File: config.mk
export PLATFORM = sky130hd
export DESIGN_NAME = seq_magcomp_flat
export DESIGN_NICKNAME = d
export VERILOG_FILES = /design/src/rtl/seq_magcomp_if.sv /design/src/rtl/seq_magcomp.sv /design/src/flat_wrapper.sv
export SDC_FILE = /design/constraint.sdc
export NUM_CORES = 1
export LEC_CHECK = 0
export BUFFER_PORTS_ARGS = -buffer_cell sky130_fd_sc_hd__buf_2
export CORE_MARGIN = 2
export CORE_UTILIZATION = 48
export CTS_CLUSTER_DIAMETER = 60
export DETAILED_ROUTE_END_ITERATION = 10
export PLACE_DENSITY = 0.74
export SLEW_MARGIN = 20
export SYNTH_ARGS = -nofsm -noshare
export SYNTH_HDL_FRONTEND = slang
export SYNTH_SLANG_ARGS = --single-unit
File: constraint.sdc
create_clock -name clk -period 1.5 [get_ports clk]
set_input_delay 0.3 -clock clk [delete_from_list [all_inputs] [get_ports clk]]
set_output_delay 0.3 -clock clk [all_outputs]
set_load 0.05 [all_outputs]
File: src/rtl/seq_magcomp_if.sv
// ----------------------------------------------------------------------------
// seq_magcomp_if
//   Groups the handshake and operand/result signals of seq_magcomp.
//   master : requester side (drives start, signed_mode, a, b)
//   slave  : comparator side (drives busy, done, lt, gt, eq)
//   Signals:
//     start        request a compare; accepted only when busy==0
//     signed_mode  1 = two's-complement compare, 0 = unsigned
//     a, b         WIDTH-bit operands, sampled with start
//     busy         compare in progress
//     done         one-cycle pulse when lt/gt/eq are updated
//     lt, gt, eq   result of the last completed compare
//     min_out,     smaller / larger original operand
//     max_out      (present only when SEQ_MAGCOMP_MINMAX_EN is defined)
// ----------------------------------------------------------------------------
interface seq_magcomp_if #(
    parameter int WIDTH = 16
);
    logic             start;
    logic             signed_mode;
    logic [WIDTH-1:0] a;
    logic [WIDTH-1:0] b;
    logic             busy;
    logic             done;
    logic             lt;
    logic             gt;
    logic             eq;
`ifdef SEQ_MAGCOMP_MINMAX_EN
    logic [WIDTH-1:0] min_out;
    logic [WIDTH-1:0] max_out;

    modport master (
        output start, signed_mode, a, b,
        input  busy, done, lt, gt, eq, min_out, max_out
    );

    modport slave (
        input  start, signed_mode, a, b,
        output busy, done, lt, gt, eq, min_out, max_out
    );
`else
    modport master (
        output start, signed_mode, a, b,
        input  busy, done, lt, gt, eq
    );

    modport slave (
        input  start, signed_mode, a, b,
        output busy, done, lt, gt, eq
    );
`endif
endinterface

File: src/rtl/seq_magcomp.sv
// ----------------------------------------------------------------------------
// seq_magcomp
//   Multi-cycle magnitude comparator. Compares two WIDTH-bit operands
//   MSB-first, CHUNK bits per clock, and stops at the first differing chunk.
//   Unsigned or two's-complement mode is chosen per operation.
//
//   Parameters:
//     WIDTH  operand width (>= 2)
//     CHUNK  bits examined per cycle; must divide WIDTH
//
//   Ports:
//     clk   rising-edge clock
//     rst   synchronous active-high reset
//     bus   seq_magcomp_if.slave (start/signed_mode/a/b in,
//           busy/done/lt/gt/eq out, plus min_out/max_out when enabled)
//
//   Build option:
//     SEQ_MAGCOMP_MINMAX_EN  adds min_out/max_out holding the smaller and
//                            larger original operand, updated with done.
// ----------------------------------------------------------------------------
module seq_magcomp #(
    parameter int WIDTH = 16,
    parameter int CHUNK = 4
) (
    input  logic           clk,
    input  logic           rst,
    seq_magcomp_if.slave   bus
);

    localparam int NCH = WIDTH / CHUNK;
    localparam int IW  = (NCH > 1) ? $clog2(NCH) : 1;

    typedef enum logic [1:0] {
        IDLE = 2'd0,
        CMP  = 2'd1,
        DONE = 2'd2
    } state_t;

    state_t           state_q, state_d;
    logic [WIDTH-1:0] a_q, a_d;
    logic [WIDTH-1:0] b_q, b_d;
    logic [IW-1:0]    idx_q, idx_d;
    logic             lt_q, lt_d;
    logic             gt_q, gt_d;
    logic             eq_q, eq_d;
    logic [CHUNK-1:0] chunk_a, chunk_b;

`ifdef SEQ_MAGCOMP_MINMAX_EN
    logic [WIDTH-1:0] orig_a_q, orig_a_d;
    logic [WIDTH-1:0] orig_b_q, orig_b_d;
    logic [WIDTH-1:0] min_q, min_d;
    logic [WIDTH-1:0] max_q, max_d;
`endif

    // Operands shift left after each equal chunk, so the chunk under test is
    // always the top CHUNK bits; this replaces a variable part-select of
    // [WIDTH-1-i*CHUNK -: CHUNK] with fixed wiring.
    assign chunk_a = a_q[WIDTH-1 -: CHUNK];
    assign chunk_b = b_q[WIDTH-1 -: CHUNK];

    always_ff @(posedge clk) begin
        if (rst) begin
            state_q  <= IDLE;
            a_q      <= '0;
            b_q      <= '0;
            idx_q    <= '0;
            lt_q     <= 1'b0;
            gt_q     <= 1'b0;
            eq_q     <= 1'b0;
`ifdef SEQ_MAGCOMP_MINMAX_EN
            orig_a_q <= '0;
            orig_b_q <= '0;
            min_q    <= '0;
            max_q    <= '0;
`endif
        end else begin
            state_q  <= state_d;
            a_q      <= a_d;
            b_q      <= b_d;
            idx_q    <= idx_d;
            lt_q     <= lt_d;
            gt_q     <= gt_d;
            eq_q     <= eq_d;
`ifdef SEQ_MAGCOMP_MINMAX_EN
            orig_a_q <= orig_a_d;
            orig_b_q <= orig_b_d;
            min_q    <= min_d;
            max_q    <= max_d;
`endif
        end
    end

    always_comb begin
        state_d  = state_q;
        a_d      = a_q;
        b_d      = b_q;
        idx_d    = idx_q;
        lt_d     = lt_q;
        gt_d     = gt_q;
        eq_d     = eq_q;
`ifdef SEQ_MAGCOMP_MINMAX_EN
        orig_a_d = orig_a_q;
        orig_b_d = orig_b_q;
        min_d    = min_q;
        max_d    = max_q;
`endif

        case (state_q)
            IDLE, DONE: begin
                if (bus.start) begin
                    // Flipping the sign bits maps two's-complement ordering
                    // onto unsigned ordering, so every chunk compare is unsigned.
                    a_d     = {bus.a[WIDTH-1] ^ bus.signed_mode, bus.a[WIDTH-2:0]};
                    b_d     = {bus.b[WIDTH-1] ^ bus.signed_mode, bus.b[WIDTH-2:0]};
                    idx_d   = '0;
                    state_d = CMP;
`ifdef SEQ_MAGCOMP_MINMAX_EN
                    orig_a_d = bus.a;
                    orig_b_d = bus.b;
`endif
                end else if (state_q == DONE) begin
                    state_d = IDLE;
                end
            end

            CMP: begin
                if (chunk_a != chunk_b) begin
                    lt_d    = (chunk_a < chunk_b);
                    gt_d    = (chunk_a > chunk_b);
                    eq_d    = 1'b0;
                    state_d = DONE;
`ifdef SEQ_MAGCOMP_MINMAX_EN
                    min_d = (chunk_a < chunk_b) ? orig_a_q : orig_b_q;
                    max_d = (chunk_a < chunk_b) ? orig_b_q : orig_a_q;
`endif
                end else if (idx_q == IW'(NCH - 1)) begin
                    lt_d    = 1'b0;
                    gt_d    = 1'b0;
                    eq_d    = 1'b1;
                    state_d = DONE;
`ifdef SEQ_MAGCOMP_MINMAX_EN
                    min_d = orig_a_q;
                    max_d = orig_a_q;
`endif
                end else begin
                    idx_d = idx_q + 1'b1;
                    a_d   = a_q << CHUNK;
                    b_d   = b_q << CHUNK;
                end
            end

            default: begin
                state_d = IDLE;
            end
        endcase
    end

    assign bus.busy = (state_q == CMP);
    assign bus.done = (state_q == DONE);
    assign bus.lt   = lt_q;
    assign bus.gt   = gt_q;
    assign bus.eq   = eq_q;
`ifdef SEQ_MAGCOMP_MINMAX_EN
    assign bus.min_out = min_q;
    assign bus.max_out = max_q;
`endif

endmodule

File: src/flat_wrapper.sv
// flat-port wrapper written by rule: the top's interface ports become plain ports
module seq_magcomp_flat 
#(
    parameter int WIDTH = 16,
    parameter int CHUNK = 4
)
  (clk, rst, bus_start, bus_signed_mode, bus_a, bus_b, bus_busy, bus_done, bus_lt, bus_gt, bus_eq);
  seq_magcomp_if #(.WIDTH(WIDTH)) bus_i ();
  input  logic clk;
  input  logic rst;
  input wire logic [$bits(bus_i.start)-1:0] bus_start;
  input wire logic [$bits(bus_i.signed_mode)-1:0] bus_signed_mode;
  input wire logic [$bits(bus_i.a)-1:0] bus_a;
  input wire logic [$bits(bus_i.b)-1:0] bus_b;
  output wire logic [$bits(bus_i.busy)-1:0] bus_busy;
  output wire logic [$bits(bus_i.done)-1:0] bus_done;
  output wire logic [$bits(bus_i.lt)-1:0] bus_lt;
  output wire logic [$bits(bus_i.gt)-1:0] bus_gt;
  output wire logic [$bits(bus_i.eq)-1:0] bus_eq;
  assign bus_i.start = bus_start;
  assign bus_i.signed_mode = bus_signed_mode;
  assign bus_i.a = bus_a;
  assign bus_i.b = bus_b;
  assign bus_busy = bus_i.busy;
  assign bus_done = bus_i.done;
  assign bus_lt = bus_i.lt;
  assign bus_gt = bus_i.gt;
  assign bus_eq = bus_i.eq;
  seq_magcomp #(.WIDTH(WIDTH), .CHUNK(CHUNK)) u_core (.clk(clk), .rst(rst), .bus(bus_i));
endmodule
==> metrics.txt, run 1 <==
Setup WS post-layout -90.62 ps; DIE HEIGHT 67.11 um; Starting Density 51.07%; Worst Skew 6.248 ps; status finished with violations; Initial DRT Pass Iterations 4; WL final 5565 um; area grow syn2layout 44.04%; Yosys cell types 34; Worst EP arrival 1760 ps; TritonCTS clock tree done; fin util 73.56%; Core Area 0.003744 mm^2; FFs w/ async S/R, synth 0%; Tcrit/Tclk final 106.0%; placed cell area 0.002380 mm^2; post-route ant nets 0; Setup WS pre-CTS -140.4 ps; Core Rows 22; Clock Sinks 39; R2R Setup Slk -90 ps; Critical Path Sink u_core.b_q[10]; # DRC 0; min cycle time layout 1591 ps; FMAX 628.7 MHz; HP Class in -> reg; # Max-Cap Violations 0; I/O pins 41; drt first-iter violations 84; root buf cell clkbuf_8; initial antenna violation count 0; layout cell share with drive strength beyond 1 44.37%; Syn Inst Count 225; P per Cell Area 1121 mW/mm^2; EDFF count, synth 0; grt total ovfl 0; failing checks setup timing; all-layer global routing usage 26.72%; final setup TNS -1265 ps; final setup vio count 23; Pleak 1.085 nW; Mapped Area 0.001912 mm^2; Worst Reg-to-Reg Cells 8; global placement routability congestion 0.8224; number of global-route vias before repair 1,850; register bit total from synthesis 39; Worst Setup SP u_core.b_q[15]; Post-DP HPWL 3302 um; largest net degree at the start of global routing 32; vias per cell 5.907; die area 0.004504 mm^2; Final Max Tran Viols 0; Synthesis Warnings 0; routed via count 1,961; fin nets 325; reg2reg start u_core.b_q[15]; Die Wd 67.11 um; sequential-to-total area share from yosys stat 40.84%; # diodes 0; Num CTS Buffers 5; Reg clk slew, reported paths 70 ps; Final Hold Fails 0; H-tree levels 2; cell area after layout 0.002754 mm^2; Syn Area/Cell 8.497 um^2; startpoint types flip-flop; Net Count, Synth 266; Worst Path Required 1670 ps; I/O Buffers 40; CP Class reg -> reg; clk buf depth 2; CP max FO 5; end of the worst register-to-register path u_core.b_q[10]; worst-skew pair later-pin latency 290 ps; VDD IR max 0.6829 mV; unrepaired setup endpoints after global routing yes; worst rel slew slack 79.13%; Top FF cell, synth dfxtp_1; Critical Path End Type flip-flop; Slew @ Worst Pin 311.7 ps; first-pass GRT wire length 8956 um; drt wl/cell 16.76 um
## synthesized netlist by cell type (2+ instances only)
cell type,n,area [um^2]
a311oi_1,23,201.4
a211o_1,2,17.52
nor3b_1,2,15.01
mux2i_1,2,20.02
inv_1,4,15.01
a211oi_1,22,165.2
dfxtp_1,39,780.8
nor2b_1,2,12.51
nand2_1,53,198.9
clkbuf_1,9,33.78
nor3_1,3,15.01
nor2_1,3,11.26
xnor2_1,2,17.52
buf_2,10,50.05
o211ai_1,10,75.07
nand2b_1,5,31.28
buf_1,2,7.510
ha_1,5,62.56
a21oi_1,12,60.06
## layer usage
layer  share of wire, %  global-route usage [%]  vias to the layer above  wire (um)
li1                   -                       -                      958          -
met1                 44                   35.48                      935       2463
met2                 49                   43.69                       60       2723
met3                5.4                   5.405                        8        298
met4                1.4                   7.908                        0         80
met5                  0                       0                        -          0
## cell type report
| class | count | area [um^2] |
|---|---|---|
| fill | 299 | 989.7 |
| timing repair buffer | 74 | 574.3 |
| clock inverter | 1 | 5.005 |
| clock buffer | 6 | 82.58 |
| multi-input combinational | 159 | 1220 |
| tap | 48 | 60.06 |
| sequential | 39 | 793.3 |
| inverter | 5 | 18.77 |
## stage by stage
stage / hold WS, ps / cells / power [mW]
6_report: 240.3 / 332 / 3.088
3_3_place_gp: 465.1 / 316 / 2.091
2_1_floorplan: 436.0 / 225 / 1.828
4_1_cts: 237.0 / 330 / 2.978
3_5_place_dp: 467.7 / 316 / 2.109
5_1_grt: 248.4 / 332 / 3.237
## how the worst min path moves through the flow
| stage | slack [ps] | startpoint | end | depth (start not counted) |
|---|---|---|---|---|
| CTS | 240 | bus_b[0] | u_core.b_q[0] | 3 |
| detailed placement | 470 | u_core.b_q[15] | u_core.b_q[15] | 2 |
| finish | 240 | bus_b[0] | u_core.b_q[0] | 3 |
| floorplan | 440 | bus_a[0] | u_core.a_q[0] | 2 |
| global route | 250 | bus_a[3] | u_core.a_q[3] | 3 |
| global placement | 470 | u_core.a_q[3] | u_core.a_q[7] | 2 |
## flip-flops by register name (all words and copies together) (netlist names)
register        flops
u_core.bus.gt       1
u_core.a_q         16
u_core.bus.lt       1
u_core.b_q         16
u_core.bus.eq       1
u_core.state_q      2
u_core.idx_q        2
## what timing repair did
item / CTS / global route
buffers inserted: 5 / 1
setup endpoints to repair: 39 / 34
hold buffers: 0 / 0
resized for setup: 24 / 19
cloned: 2 / 1
pin swaps: 3 / 9
## layout by cell type, fill, tap and decap left out, drive strengths merged
| cell | count |
|---|---|
| a211o | 2 |
| a211oi | 22 |
| a21oi | 12 |
| a22oi | 1 |
| a311oi | 23 |
| a32o | 1 |
| and2b | 1 |
| and3b | 1 |
| and4 | 1 |
| buf | 73 |
| clkbuf | 7 |
| clkinv | 1 |
| dfxtp | 39 |
| ha | 5 |
| inv | 5 |
| mux2i | 2 |
| nand2 | 53 |
| nand2b | 5 |
| nand3 | 1 |
| nand3b | 1 |
| nand4 | 1 |
| nor2 | 3 |
| nor2b | 2 |
| nor3 | 3 |
| nor3b | 3 |
| o211ai | 10 |
| o21ai | 2 |
| or3b | 1 |
| or4 | 1 |
| xnor2 | 2 |
## where the power goes
part	switching [mW]	internal [mW]	leakage, nW
Combinational	0.603	0.536	0.713
Clock	0.364	0.361	0.0470
Sequential	0.0782	1.15	0.325
Total	1.04	2.04	1.08
## critical path: stages (launching register included)
cell and delay (ps):
dfxtp_2 340, inv_2 50, ha_4 270, nand4_1 120, buf_6 160, o21ai_4 170, buf_6 150, clkbuf_16 140
a311oi_1 90
## cell families (layout without fill, tap and decap cells)
kind of cell	Yosys count	count (layout)	share of synthesized area [%]
and+or+nand+nor	77	77	18.78
AOI/OAI and AO/OA	73	73	28.80
DFF	39	39	40.84
buffers and inverters	27	86	6.348
adders and majority gates	5	5	3.272
xor gates and xnor gates	2	2	0.9164
muxes	2	2	1.047
No activity file was read; power rests on OpenSTA's default activity.
==> run 2, diff against run 1 <==
--- a/config.mk
+++ b/config.mk
@@ -6,11 +6,14 @@
 export NUM_CORES = 1
 export LEC_CHECK = 0
 export BUFFER_PORTS_ARGS = -buffer_cell sky130_fd_sc_hd__buf_2
+export CORE_ASPECT_RATIO = 0.6
 export CORE_MARGIN = 2
 export CORE_UTILIZATION = 48
 export CTS_CLUSTER_DIAMETER = 60
 export DETAILED_ROUTE_END_ITERATION = 10
+export GPL_ROUTABILITY_DRIVEN = 1
 export PLACE_DENSITY = 0.74
+export SKIP_LAST_GASP = 1
 export SLEW_MARGIN = 20
 export SYNTH_ARGS = -nofsm -noshare
 export SYNTH_HDL_FRONTEND = slang
==> metrics.txt, run 2 (synthesis gave the netlist of run 1 again) <==
status finished with violations; failing checks setup timing; worst-skew pair later-pin latency 310 ps (+20 ps); Worst path slowest cell dfxtp_2; drt wl/cell 17.47 um (+4.2%); Hold Slack 217.9 ps (-22.45 ps); Worst Skew 5.809 ps (-0.4392 ps); Clock Sinks 39 (unchanged); Final Max Tran Viols 0 (unchanged); Worst EP arrival 1780 ps (+20 ps); layout cell share with drive strength beyond 1 43.75% (-0.62 points); Num CTS Buffers 5 (unchanged); FMAX 629.9 MHz (+0.19%); startpoint types flip-flop; Tcrit/Tclk final 105.8% (-0.20 points); CP Class reg -> reg; all-layer global routing usage 27.04% (+0.32 points); CP peak stage delay 350 ps (about the same); # DRC 0 (unchanged); Post-DP HPWL 3620 um (+9.7%); Slew @ Worst Pin 322.0 ps (+10.29 ps); unrepaired setup endpoints after global routing yes; Critical Path End Type flip-flop; R2R Setup Slk -90 ps (about the same); leading cell type in the layout, fill and taps excluded nand2_1; I/O pins 41 (unchanged); drt first-iter violations 121 (+44%); CP max FO 5 (unchanged); Die Wd 85.48 um (+27%); CTS Hold Bufs 0 (unchanged); vias per cell 5.982 (+1.3%); Pleak 1.093 nW (+0.76%); TritonCTS clock tree done; grt total ovfl 0 (unchanged); Worst Path Required 1690 ps (+20 ps); die area 0.004520 mm^2 (+0.37%); H-tree levels 2 (unchanged); number of global-route vias before repair 1,851 (+0.054%); fillcell total 291 (-2.7%); first-pass GRT wire length 9239 um (+3.2%); Setup WS pre-CTS -124.0 ps (+16.36 ps); worst rel slew slack 78.40% (-0.72 points); Final Hold Fails 0 (unchanged); Setup WS post-layout -87.63 ps (+2.992 ps); Crit path top cell by count buf_6; clk buf depth 2 (unchanged); Worst Reg-to-Reg Cells 8 (unchanged); hold path cells 3 (unchanged); I/O Buffers 40 (unchanged); # diodes 0 (unchanged); highest-count cells in the layout ignoring fill and taps nand2_1 (53), buf_2 (39), dfxtp_1 (30); HP Class in -> reg; Core Rows 17 (-23%); final setup TNS -1560 ps (-295.7 ps); post-route ant nets 0 (unchanged); P per Cell Area 1149 mW/mm^2 (+2.5%); Starting Density 51.07% (unchanged); Initial DRT Pass Iterations 4 (unchanged); global placement routability congestion 0.8822 (+7.3%); WL final 5852 um (+5.2%); DIE HEIGHT 52.89 um (-21%); Core Area 0.003744 mm^2 (unchanged); Reg clk slew, reported paths 90 ps (+20 ps); largest net degree at the start of global routing 28 (-13%); VDD IR max 0.7005 mV (+2.6%); # Max-Cap Violations 0 (unchanged); root buf cell clkbuf_8; initial antenna violation count 0 (unchanged); fin nets 328 (+0.92%); min cycle time layout 1588 ps (-2.992 ps); critical path cell sequence inv_2 -> ha_4 -> nand4_1 -> buf_6 -> o21ai_4 -> buf_6 -> clkbuf_16 -> a311oi_1; routed via count 2,004 (+2.2%); largest registers u_core.a_q x16, u_core.b_q x16; area grow syn2layout 43.32%; final setup vio count 23 (unchanged)
==> run 2: cell types whose count changed in the layout (fill, tap and decap cells not counted), moves of 2 or more <==
cell,previous run,this run
buf_4,21,26
a311oi_1,16,20
a311oi_2,7,3
buf_12,3,5
buf_6,7,5
buf_8,2,0
dfxtp_2,7,9
==> run 2: stage by stage <==
stage                     utilization, %  total power, mW  instances  area, um^2
after floorplan                        -            1.828        225        2018
after global routing               73.20            3.276        335        2740
after global placement             64.20            2.111        315        2404
after CTS                          71.06            3.053        331        2660
after detailed placement           64.20            2.132        315        2404
final                              73.20            3.148        335        2740
==> run 2: path summary, 6_finish.rpt <==
kind,startpoint,to
setup / recovery,u_core.b_q[13],u_core.a_q[14]
hold / removal,bus_b[3],u_core.b_q[3]
setup reg to reg,u_core.b_q[13],u_core.a_q[14]
hold reg to reg,u_core.b_q[10],u_core.b_q[14]
==> run 2: power by group <==
group	total [mW]	switching, mW	internal (mW)
Clock	0.798	0.422	0.376
Sequential	1.23	0.0815	1.15
Combinational	1.12	0.581	0.541
Total	3.15	1.08	2.06
==> run 2: what timing repair did <==
action,4_1_cts,5_1_grt
pin swaps,6,13
resized for setup,22,9
setup buffers,6,3
endpoints found under the setup margin,36,34
cloned,2,1
==> run 2: layout make-up <==
type | count | area [um^2] | share of cell area (%)
Clock buffer | 6 | 82.58 | 3.014
Clock inverter | 2 | 16.27 | 0.5936
Inverter | 5 | 18.77 | 0.6849
Multi-Input combinational cell | 159 | 1172 | 42.79
Sequential cell | 39 | 792.0 | 28.90
Tap cell | 47 | 58.81 | 2.146
Timing Repair Buffer | 77 | 599.3 | 21.87
==> run 2: worst max-delay path, delay by kind of cell, from the launching register on <==
| family | cells | cell delay, ps |
|---|---|---|
| adder cells (fa/ha/maj) | 1 | 270 |
| flip-flops | 1 | 350 |
| buffers and inverters | 4 | 520 |
| AND/OR/NAND/NOR | 1 | 110 |
| AO/OA/AOI/OAI | 2 | 230 |
==> run 2: routing by layer <==
layer / routed length (um) / global-route usage, % / up-vias
li1: - / - / 952
met5: 0 / 0 / -
met4: 74 / 8.730 / 0
met3: 436 / 5.772 / 10
met2: 2561 / 41.93 / 75
met1: 2780 / 37.76 / 967
==> run 3, diff against run 2 <==
--- a/config.mk
+++ b/config.mk
@@ -5,14 +5,15 @@
 export SDC_FILE = /design/constraint.sdc
 export NUM_CORES = 1
 export LEC_CHECK = 0
+export ABC_AREA = 1
 export BUFFER_PORTS_ARGS = -buffer_cell sky130_fd_sc_hd__buf_2
 export CORE_ASPECT_RATIO = 0.6
 export CORE_MARGIN = 2
-export CORE_UTILIZATION = 48
+export CORE_UTILIZATION = 50
 export CTS_CLUSTER_DIAMETER = 60
 export DETAILED_ROUTE_END_ITERATION = 10
 export GPL_ROUTABILITY_DRIVEN = 1
-export PLACE_DENSITY = 0.74
+export PLACE_DENSITY = 0.76
 export SKIP_LAST_GASP = 1
 export SLEW_MARGIN = 20
 export SYNTH_ARGS = -nofsm -noshare
==> metrics.txt, run 3 <==
status finished with violations; failing checks setup timing; unrepaired setup endpoints after global routing yes; drt wl/cell 13.09 um (-25%); Synthesis Warnings 0 (unchanged); TritonCTS clock tree done; clk buf depth 2 (unchanged); Setup WS pre-CTS -49.48 ps (+74.53 ps); final setup vio count 20 (-13%); I/O pins 41 (unchanged); Yosys cell types 19 (-44%); H-tree levels 2 (unchanged); buffers plus inverters on the worst setup path 3 (-1); CP peak stage delay 330 ps (-20 ps); FMAX 640.9 MHz (+1.8%); Die Wd 89.63 um (+4.9%); WL final 5603 um (-4.3%); Core Rows 18 (+1); Commonest cells post-synth nand2_1 (92), dfxtp_1 (39), a21oi_1 (38); Post-DP HPWL 3212 um (-11%); Final Power 2.975 mW (-5.5%); # DRC 0 (unchanged); Worst Skew 6.537 ps (+0.7276 ps); Final Hold Fails 0 (unchanged); Yosys top cell area share 35.49% (-5.3 points); EDFF count, synth 0 (unchanged); Finished Layout Cells 428 (+28%); Num CTS Buffers 5 (unchanged); sw power 0.9921 mW (-8.5%); Clock Sinks 39 (unchanged); first-pass GRT wire length 8804 um (-4.7%); DIE HEIGHT 55.38 um (+4.7%); die area 0.004963 mm^2 (+9.8%); largest registers u_core.a_q x16, u_core.b_q x16; power share of the clock group 26.5% (+1.2 points); Critical Path End Type flip-flop; root buf cell clkbuf_8; all-layer global routing usage 22.66% (-4.4 points); Flop pwr share 40.2% (+1.2 points); CP delay by family, top buffers and inverters; top cells by area, synth dfxtp_1 (35%), nand2_1 (16%), nand3_2 (12%); CTS Hold Bufs 0 (unchanged); vias per cell 5.075 (-15%); reg2reg start u_core.b_q[15]; hold path cells 3 (unchanged); dpl cells 412 (+31%); Comb power frac 33.3% (-2.3 points); min cycle time layout 1560 ps (-27.38 ps); CP Class reg -> reg; Worst Path Required 1700 ps (about the same); P per Cell Area 1031 mW/mm^2 (-10%); I/O Buffers 40 (unchanged); post-route ant nets 0 (unchanged); cell taking the most area after synthesis dfxtp_1; Slew @ Worst Pin 393.6 ps (+71.59 ps); fin nets 408 (+24%); Mapped Area 0.002200 mm^2 (+15%); highest-count cells in the layout ignoring fill and taps nand2_1 (90), buf_2 (39), dfxtp_1 (36); HP Class in -> reg; most common cell in the netlist nand2_1; Worst Reg-to-Reg Cells 9 (+1); Tcrit/Tclk final 104.0% (-1.8 points); total internal power 1.983 mW (-3.9%); Syn Inst Count 320 (+42%); Worst EP arrival 1760 ps (-20 ps); CP max FO 12 (+7); area grow syn2layout 31.23%; worst rel slew slack 73.48% (-4.9 points); Core Area 0.004167 mm^2 (+11%); Top FF cell, synth dfxtp_1; register bit total from synthesis 39 (unchanged); sequential-to-total area share from yosys stat 35.49% (-5.3 points); Reg clk slew, reported paths 80 ps (about the same); startpoint types flip-flop; hold endpoint u_core.a_q[3]; # Max-Cap Violations 0 (unchanged); leading cell type in the layout, fill and taps excluded nand2_1; layout cell share with drive strength beyond 1 36.68% (-7.1 points); Initial DRT Pass Iterations 8 (+4); Net Count, Synth 361 (+36%); end of the worst register-to-register path u_core.b_q[12]; critical path cell sequence inv_2 -> ha_4 -> nand2_4 -> nor2_4 -> nand3_4 -> buf_4 -> buf_12 -> a21oi_2 -> nor2_1; Worst path slowest cell dfxtp_2; Pleak 1.426 nW (+30%); drt first-iter violations 130 (+7.4%); FFs w/ async S/R, synth 0% (unchanged); global placement routability congestion 0.7785 (-12%); R2R Setup Slk -60 ps (+30 ps); number of global-route vias before repair 1,985 (+7.2%); worst-skew pair later-pin latency 300 ps (about the same); Syn Area/Cell 6.874 um^2 (-19%); grt total ovfl 0 (unchanged); VDD IR max 0.5488 mV (-22%); Final Max Tran Viols 0 (unchanged); switching portion of total power 33.34% (-1.1 points); routed via count 2,172 (+8.4%); largest net degree at the start of global routing 29 (+3.6%); Setup WS post-layout -60.24 ps (+27.38 ps); initial antenna violation count 0 (unchanged); Starting Density 52.79% (+1.7 points); # diodes 0 (unchanged); hold path start bus_a[3]
[run 3: changes by cell type in the layout (fill, tap and decap cells not counted), moves of 6 or more]
cell / change
nand2_1: +37
inv_1: +33
nor2_1: +27
nand3_2: +26
a311oi_1: -20
a21oi_2: +19
o21ai_0: +15
buf_4: -13
a211oi_2: -12
a211oi_1: -10
nand3_1: +10
o211ai_1: -10
dfxtp_1: +6
dfxtp_2: -6
[run 3: per-stage QoR]
step / utilization (%) / instance area [um^2] / hold slack (ps) / setup TNS (ps)
detailed placement: 59.58 / 2482 / 444.0 / -141.7
finish: 69.28 / 2887 / 245.5 / -707.0
global route: 69.28 / 2887 / 247.9 / -2272
floorplan: - / 2200 / 369.1 / 0
global placement: 59.58 / 2482 / 434.8 / -21.59
CTS: 67.06 / 2794 / 242.3 / -380.2
[run 3: tightest hold or removal path, cell delays in order]
cell	delay (ps)
buf_2	90
nand2_1	50
a21oi_1	60
[run 3: cells by family after synthesis]
kind of cell	count (synthesis)	share of synthesized area (%)
flip-flops	39	35.49
buffers and inverters	59	12.23
AND/OR/NAND/NOR	163	37.03
AO/OA/AOI/OAI	54	12.40
adder cells (fa/ha/maj)	5	2.844
[run 3: how the worst max path moves through the flow]
stage	slack (ps)	cells after the start	start	to
6_report	-60	9	u_core.b_q[15]	u_core.b_q[12]
5_1_grt	-120	9	u_core.b_q[15]	u_core.b_q[7]
4_1_cts	-40	9	u_core.b_q[13]	u_core.b_q[15]
3_5_place_dp	-50	8	u_core.b_q[15]	u_core.b_q[7]
3_3_place_gp	-20	8	u_core.b_q[15]	u_core.b_q[7]
2_1_floorplan	80	8	u_core.b_q[15]	u_core.a_q[10]
[run 3: what timing repair did]
item,in CTS,in global routing
pin swaps,5,6
setup buffers,4,2
gates cloned,3,1
resized for setup,25,23
endpoints found under the setup margin,19,36
endpoints found under the hold margin,0,0
[run 3: per-layer routing]
metal	vias up	share of wire, %	GRT usage, %	wire (um)
li1	1099	-	-	-
met1	1000	47	32.11	2616
met2	63	47	33.72	2618
met3	10	5.2	5.381	291
met4	0	1.4	7.249	76
met5	-	0	0	0
[run 3: power groups by stage]
stage | combinational [mW] | clock (mW) | sequential, mW
floorplan | 0.568 | 0 | 1.23
global placement | 0.773 | 0 | 1.20
detailed placement | 0.786 | 0 | 1.21
CTS | 0.899 | 0.800 | 1.19
global route | 1.10 | 0.837 | 1.21
finish | 0.991 | 0.789 | 1.20
[run 3: final cells by class]
| cell class | count | area [um^2] |
|---|---|---|
| clock buffer | 8 | 100.1 |
| multi-input combinational | 222 | 1323 |
| sequential | 39 | 784.5 |
| fill | 348 | 1280 |
| timing repair buffer | 60 | 455.4 |
| tap | 60 | 75.07 |
| inverter | 39 | 148.9 |
